==> config.mk <==
export PLATFORM = sky130hd
export DESIGN_NAME = mem_arbiter_flat
export DESIGN_NICKNAME = d
export VERILOG_FILES = /design/src/rtl/mem_arbiter_pkg.sv /design/src/rtl/mem_arbiter_if.sv /design/src/rtl/mem_arbiter_rr_pick.sv /design/src/rtl/mem_arbiter.sv /design/src/flat_wrapper.sv
export SDC_FILE = /design/constraint.sdc
export NUM_CORES = 1
export LEC_CHECK = 0
export BUFFER_PORTS_ARGS = -buffer_cell sky130_fd_sc_hd__buf_2
export CAP_MARGIN = 20
export CORE_AREA = 3 3 135 137
export CTS_CLUSTER_SIZE = 14
export DETAILED_ROUTE_END_ITERATION = 6
export DIE_AREA = 0 0 138 140
export GPL_TIMING_DRIVEN = 0
export PLACE_DENSITY = 0.68
export SLEW_MARGIN = 30
export SYNTH_ARGS = -nofsm -noshare
export SYNTH_HDL_FRONTEND = slang
export SYNTH_HIERARCHICAL = 1
export SYNTH_SLANG_ARGS = --single-unit
==> constraint.sdc <==
create_clock -name clock -period 4.95 [get_ports clock]
set_input_delay 0.495 -clock clock [delete_from_list [all_inputs] [get_ports clock]]
set_output_delay 0.495 -clock clock [all_outputs]
set_load 0.01 [all_outputs]
==> src/rtl/mem_arbiter_pkg.sv <==
// Shared constants and helpers for the multi-master memory arbiter.
package mem_arbiter_pkg;

   // Field widths of the controller request bus
   localparam int ADDR_W = 30;
   localparam int DATA_W = 32;
   localparam int MASK_W = 4;
   localparam int ID_W   = 2;
   localparam int PORT_W = 2;

   // Tag 0 on the return path means "no data this cycle"
   localparam logic [ID_W-1:0] ID_NONE = 2'd0;

   // Arbiter states, kept as plain encodings so older tools read them unchanged
   localparam logic [0:0] ST_IDLE  = 1'b0;
   localparam logic [0:0] ST_ISSUE = 1'b1;

   // Requester index to bus tag; the tag is offset by one so that 0 stays free
   function automatic logic [ID_W-1:0] port_to_id(input logic [PORT_W-1:0] port);
      return port + 2'd1;
   endfunction

endpackage

==> src/rtl/mem_arbiter_if.sv <==
// Bundle of requester-side and controller-side signals around the arbiter.
interface mem_arbiter_if
   import mem_arbiter_pkg::*;
#(
   parameter int NPORTS = 3
);

   // Requester side
   logic [NPORTS*ADDR_W-1:0] req_address;
   logic [NPORTS-1:0]        req_read;
   logic [NPORTS-1:0]        req_write;
   logic [NPORTS*DATA_W-1:0] req_writedata;
   logic [NPORTS*MASK_W-1:0] req_writedatamask;
   logic [NPORTS-1:0]        req_waitrequest;
   logic [DATA_W-1:0]        rsp_readdata;
   logic [NPORTS-1:0]        rsp_valid;
   logic                     protocol_error;

   // Controller side
   logic                     mem_waitrequest;
   logic [ID_W-1:0]          mem_id;
   logic [ADDR_W-1:0]        mem_address;
   logic                     mem_read;
   logic                     mem_write;
   logic [DATA_W-1:0]        mem_writedata;
   logic [MASK_W-1:0]        mem_writedatamask;
   logic [DATA_W-1:0]        mem_readdata;
   logic [ID_W-1:0]          mem_readdataid;

   // View of the surrounding system: requesters plus the memory controller
   modport master (
      output req_address, req_read, req_write, req_writedata, req_writedatamask,
      input  req_waitrequest, rsp_readdata, rsp_valid, protocol_error,
      output mem_waitrequest, mem_readdata, mem_readdataid,
      input  mem_id, mem_address, mem_read, mem_write, mem_writedata, mem_writedatamask
   );

   // View of the arbiter itself
   modport slave (
      input  req_address, req_read, req_write, req_writedata, req_writedatamask,
      output req_waitrequest, rsp_readdata, rsp_valid, protocol_error,
      input  mem_waitrequest, mem_readdata, mem_readdataid,
      output mem_id, mem_address, mem_read, mem_write, mem_writedata, mem_writedatamask
   );

endinterface

==> src/rtl/mem_arbiter_rr_pick.sv <==
// Round-robin picker: first eligible requester at or after the pointer wins.
module rr_pick
   import mem_arbiter_pkg::*;
#(
   parameter int NPORTS = 3
) (
   input  logic [NPORTS-1:0] eligible_i,
   input  logic [PORT_W-1:0] ptr_i,
   output logic [NPORTS-1:0] grant_o,
   output logic              valid_o
);

   localparam int IDX_W = (NPORTS > 1) ? $clog2(NPORTS) : 1;

   logic [IDX_W-1:0] idx;

   // Walk the ports starting at the pointer and latch onto the first eligible one
   always_comb begin
      grant_o = '0;
      valid_o = 1'b0;
      idx     = '0;
      for (int off = 0; off < NPORTS; off++) begin
         idx = IDX_W'((int'(ptr_i) + off) % NPORTS);
         if (!valid_o && eligible_i[idx]) begin
            grant_o[idx] = 1'b1;
            valid_o      = 1'b1;
         end
      end
   end

endmodule

==> src/rtl/mem_arbiter.sv <==
// Multi-master front end: round-robin request issue onto the SSRAM/flash
// controller bus and tag-based routing of returned read words.
module mem_arbiter
   import mem_arbiter_pkg::*;
#(
   parameter int NPORTS      = 3,
   parameter int BURST_WORDS = 4,
   parameter int CNT_W       = 3
) (
   input  logic          clock,
   input  logic          reset,
   mem_arbiter_if.slave  bus
);

   logic [0:0]        state_q, state_d;
   logic [PORT_W-1:0] grant_q, grant_d;
   logic [PORT_W-1:0] ptr_q, ptr_d;
   logic              memRead_q, memRead_d;
   logic              memWrite_q, memWrite_d;
   logic [ID_W-1:0]   memId_q, memId_d;
   logic [ADDR_W-1:0] memAddress_q, memAddress_d;
   logic [DATA_W-1:0] memWritedata_q, memWritedata_d;
   logic [MASK_W-1:0] memMask_q, memMask_d;

   logic [CNT_W-1:0]  outCnt_q [NPORTS];
   logic [CNT_W-1:0]  outCnt_d [NPORTS];
   logic [NPORTS-1:0] rspValid_q, rspValid_d;
   logic [DATA_W-1:0] rspReaddata_q, rspReaddata_d;
   logic              protocolError_q, protocolError_d;

   logic [NPORTS-1:0] eligible;
   logic [NPORTS-1:0] pickOneHot;
   logic              pickValid;
   logic [PORT_W-1:0] pickIdx;
   logic [PORT_W-1:0] retIdx;
   logic              readAccept;

   // A port may compete for a write at any time, but a read only once its previous burst has fully drained
   always_comb begin
      eligible = '0;
      for (int p = 0; p < NPORTS; p++) begin
         eligible[p] = bus.req_write[p] | (bus.req_read[p] & (outCnt_q[p] == '0));
      end
   end

   rr_pick #(
      .NPORTS (NPORTS)
   ) u_rr_pick (
      .eligible_i (eligible),
      .ptr_i      (ptr_q),
      .grant_o    (pickOneHot),
      .valid_o    (pickValid)
   );

   // Turn the one-hot pick into a port index for muxing and tagging
   always_comb begin
      pickIdx = '0;
      for (int p = 0; p < NPORTS; p++) begin
         if (pickOneHot[p]) pickIdx = PORT_W'(p);
      end
   end

   // Request path: capture the winner in IDLE, hold it stable in ISSUE until the controller takes it
   always_comb begin
      state_d        = state_q;
      grant_d        = grant_q;
      ptr_d          = ptr_q;
      memRead_d      = memRead_q;
      memWrite_d     = memWrite_q;
      memId_d        = memId_q;
      memAddress_d   = memAddress_q;
      memWritedata_d = memWritedata_q;
      memMask_d      = memMask_q;
      case (state_q)
         ST_IDLE: begin
            memRead_d  = 1'b0;
            memWrite_d = 1'b0;
            if (pickValid) begin
               grant_d    = pickIdx;
               memId_d    = port_to_id(pickIdx);
               memWrite_d = bus.req_write[pickIdx];
               memRead_d  = !bus.req_write[pickIdx];
               for (int p = 0; p < NPORTS; p++) begin
                  if (pickIdx == PORT_W'(p)) begin
                     memAddress_d   = bus.req_address[p*ADDR_W +: ADDR_W];
                     memWritedata_d = bus.req_writedata[p*DATA_W +: DATA_W];
                     memMask_d      = bus.req_writedatamask[p*MASK_W +: MASK_W];
                  end
               end
               state_d = ST_ISSUE;
            end
         end
         ST_ISSUE: begin
            if (!bus.mem_waitrequest) begin
               memRead_d  = 1'b0;
               memWrite_d = 1'b0;
               ptr_d      = (grant_q == PORT_W'(NPORTS - 1)) ? '0 : grant_q + 2'd1;
               state_d    = ST_IDLE;
            end
         end
         default: state_d = ST_IDLE;
      endcase
   end

   assign readAccept = (state_q == ST_ISSUE) && !bus.mem_waitrequest && memRead_q;
   assign retIdx     = bus.mem_readdataid - 2'd1;

   // Return path: route tagged words to their owner, count the burst down, flag anything unexpected
   always_comb begin
      outCnt_d        = outCnt_q;
      rspValid_d      = '0;
      rspReaddata_d   = rspReaddata_q;
      protocolError_d = protocolError_q;
      if (bus.mem_readdataid != ID_NONE) begin
         if (int'(bus.mem_readdataid) > NPORTS) begin
            protocolError_d = 1'b1;
         end else if (outCnt_q[retIdx] == '0) begin
            protocolError_d = 1'b1;
         end else begin
            rspValid_d[retIdx] = 1'b1;
            rspReaddata_d      = bus.mem_readdata;
            outCnt_d[retIdx]   = outCnt_q[retIdx] - 1'b1;
         end
      end
      if (readAccept) outCnt_d[grant_q] = CNT_W'(BURST_WORDS);
   end

   // Register the arbitration state and the issued request fields
   always_ff @(posedge clock or posedge reset) begin
      if (reset) begin
         state_q        <= ST_IDLE;
         grant_q        <= '0;
         ptr_q          <= '0;
         memRead_q      <= 1'b0;
         memWrite_q     <= 1'b0;
         memId_q        <= ID_NONE;
         memAddress_q   <= '0;
         memWritedata_q <= '0;
         memMask_q      <= '0;
      end else begin
         state_q        <= state_d;
         grant_q        <= grant_d;
         ptr_q          <= ptr_d;
         memRead_q      <= memRead_d;
         memWrite_q     <= memWrite_d;
         memId_q        <= memId_d;
         memAddress_q   <= memAddress_d;
         memWritedata_q <= memWritedata_d;
         memMask_q      <= memMask_d;
      end
   end

   // Register the outstanding counters and the response outputs
   always_ff @(posedge clock or posedge reset) begin
      if (reset) begin
         outCnt_q        <= '{default: '0};
         rspValid_q      <= '0;
         rspReaddata_q   <= '0;
         protocolError_q <= 1'b0;
      end else begin
         outCnt_q        <= outCnt_d;
         rspValid_q      <= rspValid_d;
         rspReaddata_q   <= rspReaddata_d;
         protocolError_q <= protocolError_d;
      end
   end

   // Acceptance is visible to the requester in the same cycle the controller drops its stall
   always_comb begin
      bus.req_waitrequest = '1;
      for (int p = 0; p < NPORTS; p++) begin
         bus.req_waitrequest[p] = !((state_q == ST_ISSUE) && (grant_q == PORT_W'(p)) && !bus.mem_waitrequest);
      end
   end

   assign bus.mem_read          = memRead_q;
   assign bus.mem_write         = memWrite_q;
   assign bus.mem_id            = memId_q;
   assign bus.mem_address       = memAddress_q;
   assign bus.mem_writedata     = memWritedata_q;
   assign bus.mem_writedatamask = memMask_q;
   assign bus.rsp_valid         = rspValid_q;
   assign bus.rsp_readdata      = rspReaddata_q;
   assign bus.protocol_error    = protocolError_q;

endmodule

==> src/flat_wrapper.sv <==
// flat-port wrapper written by rule: the top's interface ports become plain ports
module mem_arbiter_flat import mem_arbiter_pkg::*;
#(
   parameter int NPORTS      = 3,
   parameter int BURST_WORDS = 4,
   parameter int CNT_W       = 3
)
  (clock, reset, bus_req_address, bus_req_read, bus_req_write, bus_req_writedata, bus_req_writedatamask, bus_req_waitrequest, bus_rsp_readdata, bus_rsp_valid, bus_protocol_error, bus_mem_waitrequest, bus_mem_readdata, bus_mem_readdataid, bus_mem_id, bus_mem_address, bus_mem_read, bus_mem_write, bus_mem_writedata, bus_mem_writedatamask);
  mem_arbiter_if #(.NPORTS(NPORTS)) bus_i ();
  input  logic clock;
  input  logic reset;
  input wire logic [$bits(bus_i.req_address)-1:0] bus_req_address;
  input wire logic [$bits(bus_i.req_read)-1:0] bus_req_read;
  input wire logic [$bits(bus_i.req_write)-1:0] bus_req_write;
  input wire logic [$bits(bus_i.req_writedata)-1:0] bus_req_writedata;
  input wire logic [$bits(bus_i.req_writedatamask)-1:0] bus_req_writedatamask;
  output wire logic [$bits(bus_i.req_waitrequest)-1:0] bus_req_waitrequest;
  output wire logic [$bits(bus_i.rsp_readdata)-1:0] bus_rsp_readdata;
  output wire logic [$bits(bus_i.rsp_valid)-1:0] bus_rsp_valid;
  output wire logic [$bits(bus_i.protocol_error)-1:0] bus_protocol_error;
  input wire logic [$bits(bus_i.mem_waitrequest)-1:0] bus_mem_waitrequest;
  input wire logic [$bits(bus_i.mem_readdata)-1:0] bus_mem_readdata;
  input wire logic [$bits(bus_i.mem_readdataid)-1:0] bus_mem_readdataid;
  output wire logic [$bits(bus_i.mem_id)-1:0] bus_mem_id;
  output wire logic [$bits(bus_i.mem_address)-1:0] bus_mem_address;
  output wire logic [$bits(bus_i.mem_read)-1:0] bus_mem_read;
  output wire logic [$bits(bus_i.mem_write)-1:0] bus_mem_write;
  output wire logic [$bits(bus_i.mem_writedata)-1:0] bus_mem_writedata;
  output wire logic [$bits(bus_i.mem_writedatamask)-1:0] bus_mem_writedatamask;
  assign bus_i.req_address = bus_req_address;
  assign bus_i.req_read = bus_req_read;
  assign bus_i.req_write = bus_req_write;
  assign bus_i.req_writedata = bus_req_writedata;
  assign bus_i.req_writedatamask = bus_req_writedatamask;
  assign bus_req_waitrequest = bus_i.req_waitrequest;
  assign bus_rsp_readdata = bus_i.rsp_readdata;
  assign bus_rsp_valid = bus_i.rsp_valid;
  assign bus_protocol_error = bus_i.protocol_error;
  assign bus_i.mem_waitrequest = bus_mem_waitrequest;
  assign bus_i.mem_readdata = bus_mem_readdata;
  assign bus_i.mem_readdataid = bus_mem_readdataid;
  assign bus_mem_id = bus_i.mem_id;
  assign bus_mem_address = bus_i.mem_address;
  assign bus_mem_read = bus_i.mem_read;
  assign bus_mem_write = bus_i.mem_write;
  assign bus_mem_writedata = bus_i.mem_writedata;
  assign bus_mem_writedatamask = bus_i.mem_writedatamask;
  mem_arbiter #(.NPORTS(NPORTS), .BURST_WORDS(BURST_WORDS), .CNT_W(CNT_W)) u_core (.clock(clock), .reset(reset), .bus(bus_i));
endmodule
==> flow_metrics.env <==
export IMPL_grt_max_degree=66
export IMPL_switching_share_pct=41.1
export IMPL_worstSetupPathType="reg -> reg"
export IMPL_maxSlewViolCount=0
export IMPL_hpwl_microns=16000
export IMPL_cts_hold_buf=0
export IMPL_cts_tree="built"
export IMPL_drt_wl_total_microns=20300
export IMPL_syn_avg_cell_area_sq_um=11.1
export IMPL_htreeDepth=4
export IMPL_regArea_sq_mm=0.00300
export IMPL_grt_pass1_vias=5963
export IMPL_r2r_start="u_core/ptr_q[0]"
export IMPL_finalCoreUtilization_pct=52.1
export IMPL_status="finished, final reports clean"
export IMPL_critPathLaunchType="flip-flop"
export IMPL_cp_arrival_ns=3.43
export IMPL_root_buffer="clkbuf_16"
export IMPL_tns_ns=0
export IMPL_post_cts_setup_buffers=0
export IMPL_ctsResizeCount=0
export IMPL_die_area_sq_mm=0.0193
export IMPL_die_w_microns=138
export IMPL_clk_latency_ns=0.40
export IMPL_drt_pass1_iter_count=4
export IMPL_routabilityCongestion=0.884
export IMPL_syn_area_sq_mm=0.00634
export IMPL_reg2reg_slack_ns=1.82
export IMPL_synth_fp_nets=825
export IMPL_wl_per_cell_microns=17.2
export IMPL_grt_pass1_wl_microns=31600
export IMPL_pwr_share_seq_pct=26.6
export IMPL_p_leak_nw=4.39
export IMPL_clkTransAtPathRegs_ns=0.06
export IMPL_period_needed_ns=3.13
export IMPL_power_density_mw_per_mm2=742
export IMPL_p_switching_mw=2.73
export IMPL_grt_use_total_pct=20.5
export IMPL_cts_buffers=17
export IMPL_rsz0062_at_grt="no"
export IMPL_cts_sinks=120
export IMPL_vias=5787
export IMPL_reg2reg_to="u_core/bus.mem_writedata[13]"
export IMPL_nets=1194
export IMPL_remaining_drc_errors=0
export IMPL_hold_violations=0
export IMPL_clkPwrFrac_pct=16.5
export IMPL_start_util_pct=36.9
export IMPL_finalSetupViolations=0
export IMPL_fmax_mhz=319
export IMPL_ir_drop_mv=0.322
export IMPL_syn_inst=574
export IMPL_drive_gt1_share_pct=54.1
export IMPL_rows=48
export IMPL_multi_input_area_sq_mm=0.00308
export IMPL_grt_ovfl_total=0
export IMPL_dieHeight_microns=140
export IMPL_syn_to_final_growth_pct=40.9
export IMPL_vias_per_cell=4.90
export IMPL_r2r_cells=13
export IMPL_antenna_found_initial=2
export IMPL_clk_path_buf_depth=2
export IMPL_hp_class="in -> async"
export IMPL_detail_route_iter0_violations=284
export IMPL_port_buffer_count=349
export IMPL_ioPinCount=350
export IMPL_comb_power_share_pct=56.8
export IMPL_worst_slew_pin_slew_ns=0.599
export IMPL_worst_slack_ns=1.82
export IMPL_crit_required_ns=5.24
export IMPL_critPathCaptureType="flip-flop"
export IMPL_ys_warnings_count=6
export IMPL_place_ws_ns=1.63
export IMPL_maxSlewHeadroom_pct=60.1
export IMPL_fillers=1612
export IMPL_internal_power_mw=3.91
export IMPL_ant_nets=0
export IMPL_max_cap_viol_count=0
export IMPL_fin_crit_sh_pct=63.3
export IMPL_core_area_sq_mm=0.0172
export IMPL_fin_worst_skew_ns=0.00609
export IMPL_cp_max_fo=10
==> routing by layer <==
metal  vias up  global-route usage, %  wire length, microns  share of wire [%]
met5         -                      0                    13              0.064
li1       2766                      -                     -                  -
met3        31                   6.11                  1480                7.3
met4         2                   6.81                   394                1.9
met1      2747                   23.6                  8000                 39
met2       241                   36.4                 10400                 51
==> worst max-delay path, cell delays in order, from the launching register on <==
cell	delay (ns)
dfrtp_1	0.39
inv_1	0.08
ha_1	0.30
buf_6	0.14
a22oi_1	0.20
nor2_1	0.05
or3_1	0.32
o21ai_0	0.25
buf_6	0.18
buf_6	0.20
buf_6	0.21
mux2i_1	0.30
o21ai_0	0.12
mux2_2	0.28
==> flip-flops by register name, indices dropped and copies added, names as in the netlist <==
name / cells
u_core/state_q: 1
u_core/bus.rsp_valid: 3
u_core/bus.mem_writedatamask: 4
u_core/bus.mem_address: 30
u_core/bus.rsp_readdata: 32
u_core/outCnt_q: 9
u_core/bus.mem_id: 2
u_core/bus.mem_write: 1
u_core/bus.protocol_error: 1
u_core/grant_q: 2
u_core/bus.mem_writedata: 32
u_core/bus.mem_read: 1
u_core/ptr_q: 2
==> worst max path at each step <==
stage | slack, ns | start | endpoint
6_report | 1.82 | u_core/ptr_q[0] | u_core/bus.mem_writedata[13]
5_1_grt | 1.63 | u_core/ptr_q[0] | u_core/bus.mem_writedata[15]
3_5_place_dp | 1.63 | bus_req_read[1] | u_core/bus.mem_writedata[13]
3_3_place_gp | -0.22 | reset | u_core/bus.mem_address[26]
2_1_floorplan | 1.27 | reset | u_core/bus.mem_address[0]
4_1_cts | 1.81 | u_core/ptr_q[0] | u_core/bus.mem_writedata[13]
==> area by class of cell <==
type	count	share of cell area [%]
diodes	1	0.0280
plain buffers	38	2.41
clock buffers	17	4.76
clock inverters	15	1.19
inverters	12	0.588
multi-input cells	404	34.5
flip-flops and latches	120	33.6
well taps	225	3.15
repair buffers	350	19.8
==> stage by stage <==
step,power [mW],hold WS (ns),std cells,instance area [sq um]
2_1_floorplan,4.30,0.482,574,6340
3_3_place_gp,5.52,0.441,1148,8370
3_5_place_dp,5.59,0.455,1149,8410
4_1_cts,6.71,0.102,1181,8940
5_1_grt,7.13,0.121,1182,8940
6_report,6.64,0.0994,1182,8940
==> power by group through the flow <==
stage	clock network [mW]	registers [mW]	logic [mW]
final	1.10	1.77	3.77
after global routing	1.17	1.83	4.12
after CTS	1.13	1.77	3.81
after detailed placement	0	1.78	3.80
after global placement	0	1.77	3.75
after floorplan	0	1.96	2.33
==> placed cells by master (no fill, tap or decap), types with 4 or more instances in the layout <==
cell        count
a21oi_1        13
buf_2         368
buf_4           5
buf_6           4
clkbuf_1        9
clkbuf_16      17
clkinv_2        5
clkinvlp_4      5
dfrtp_1       120
ha_1           10
inv_1          11
mux2_2         99
mux2i_1        72
nand2_1        79
nand3b_1        7
nor2_1         10
o21ai_0        72
(Power assumes the default switching activity.)
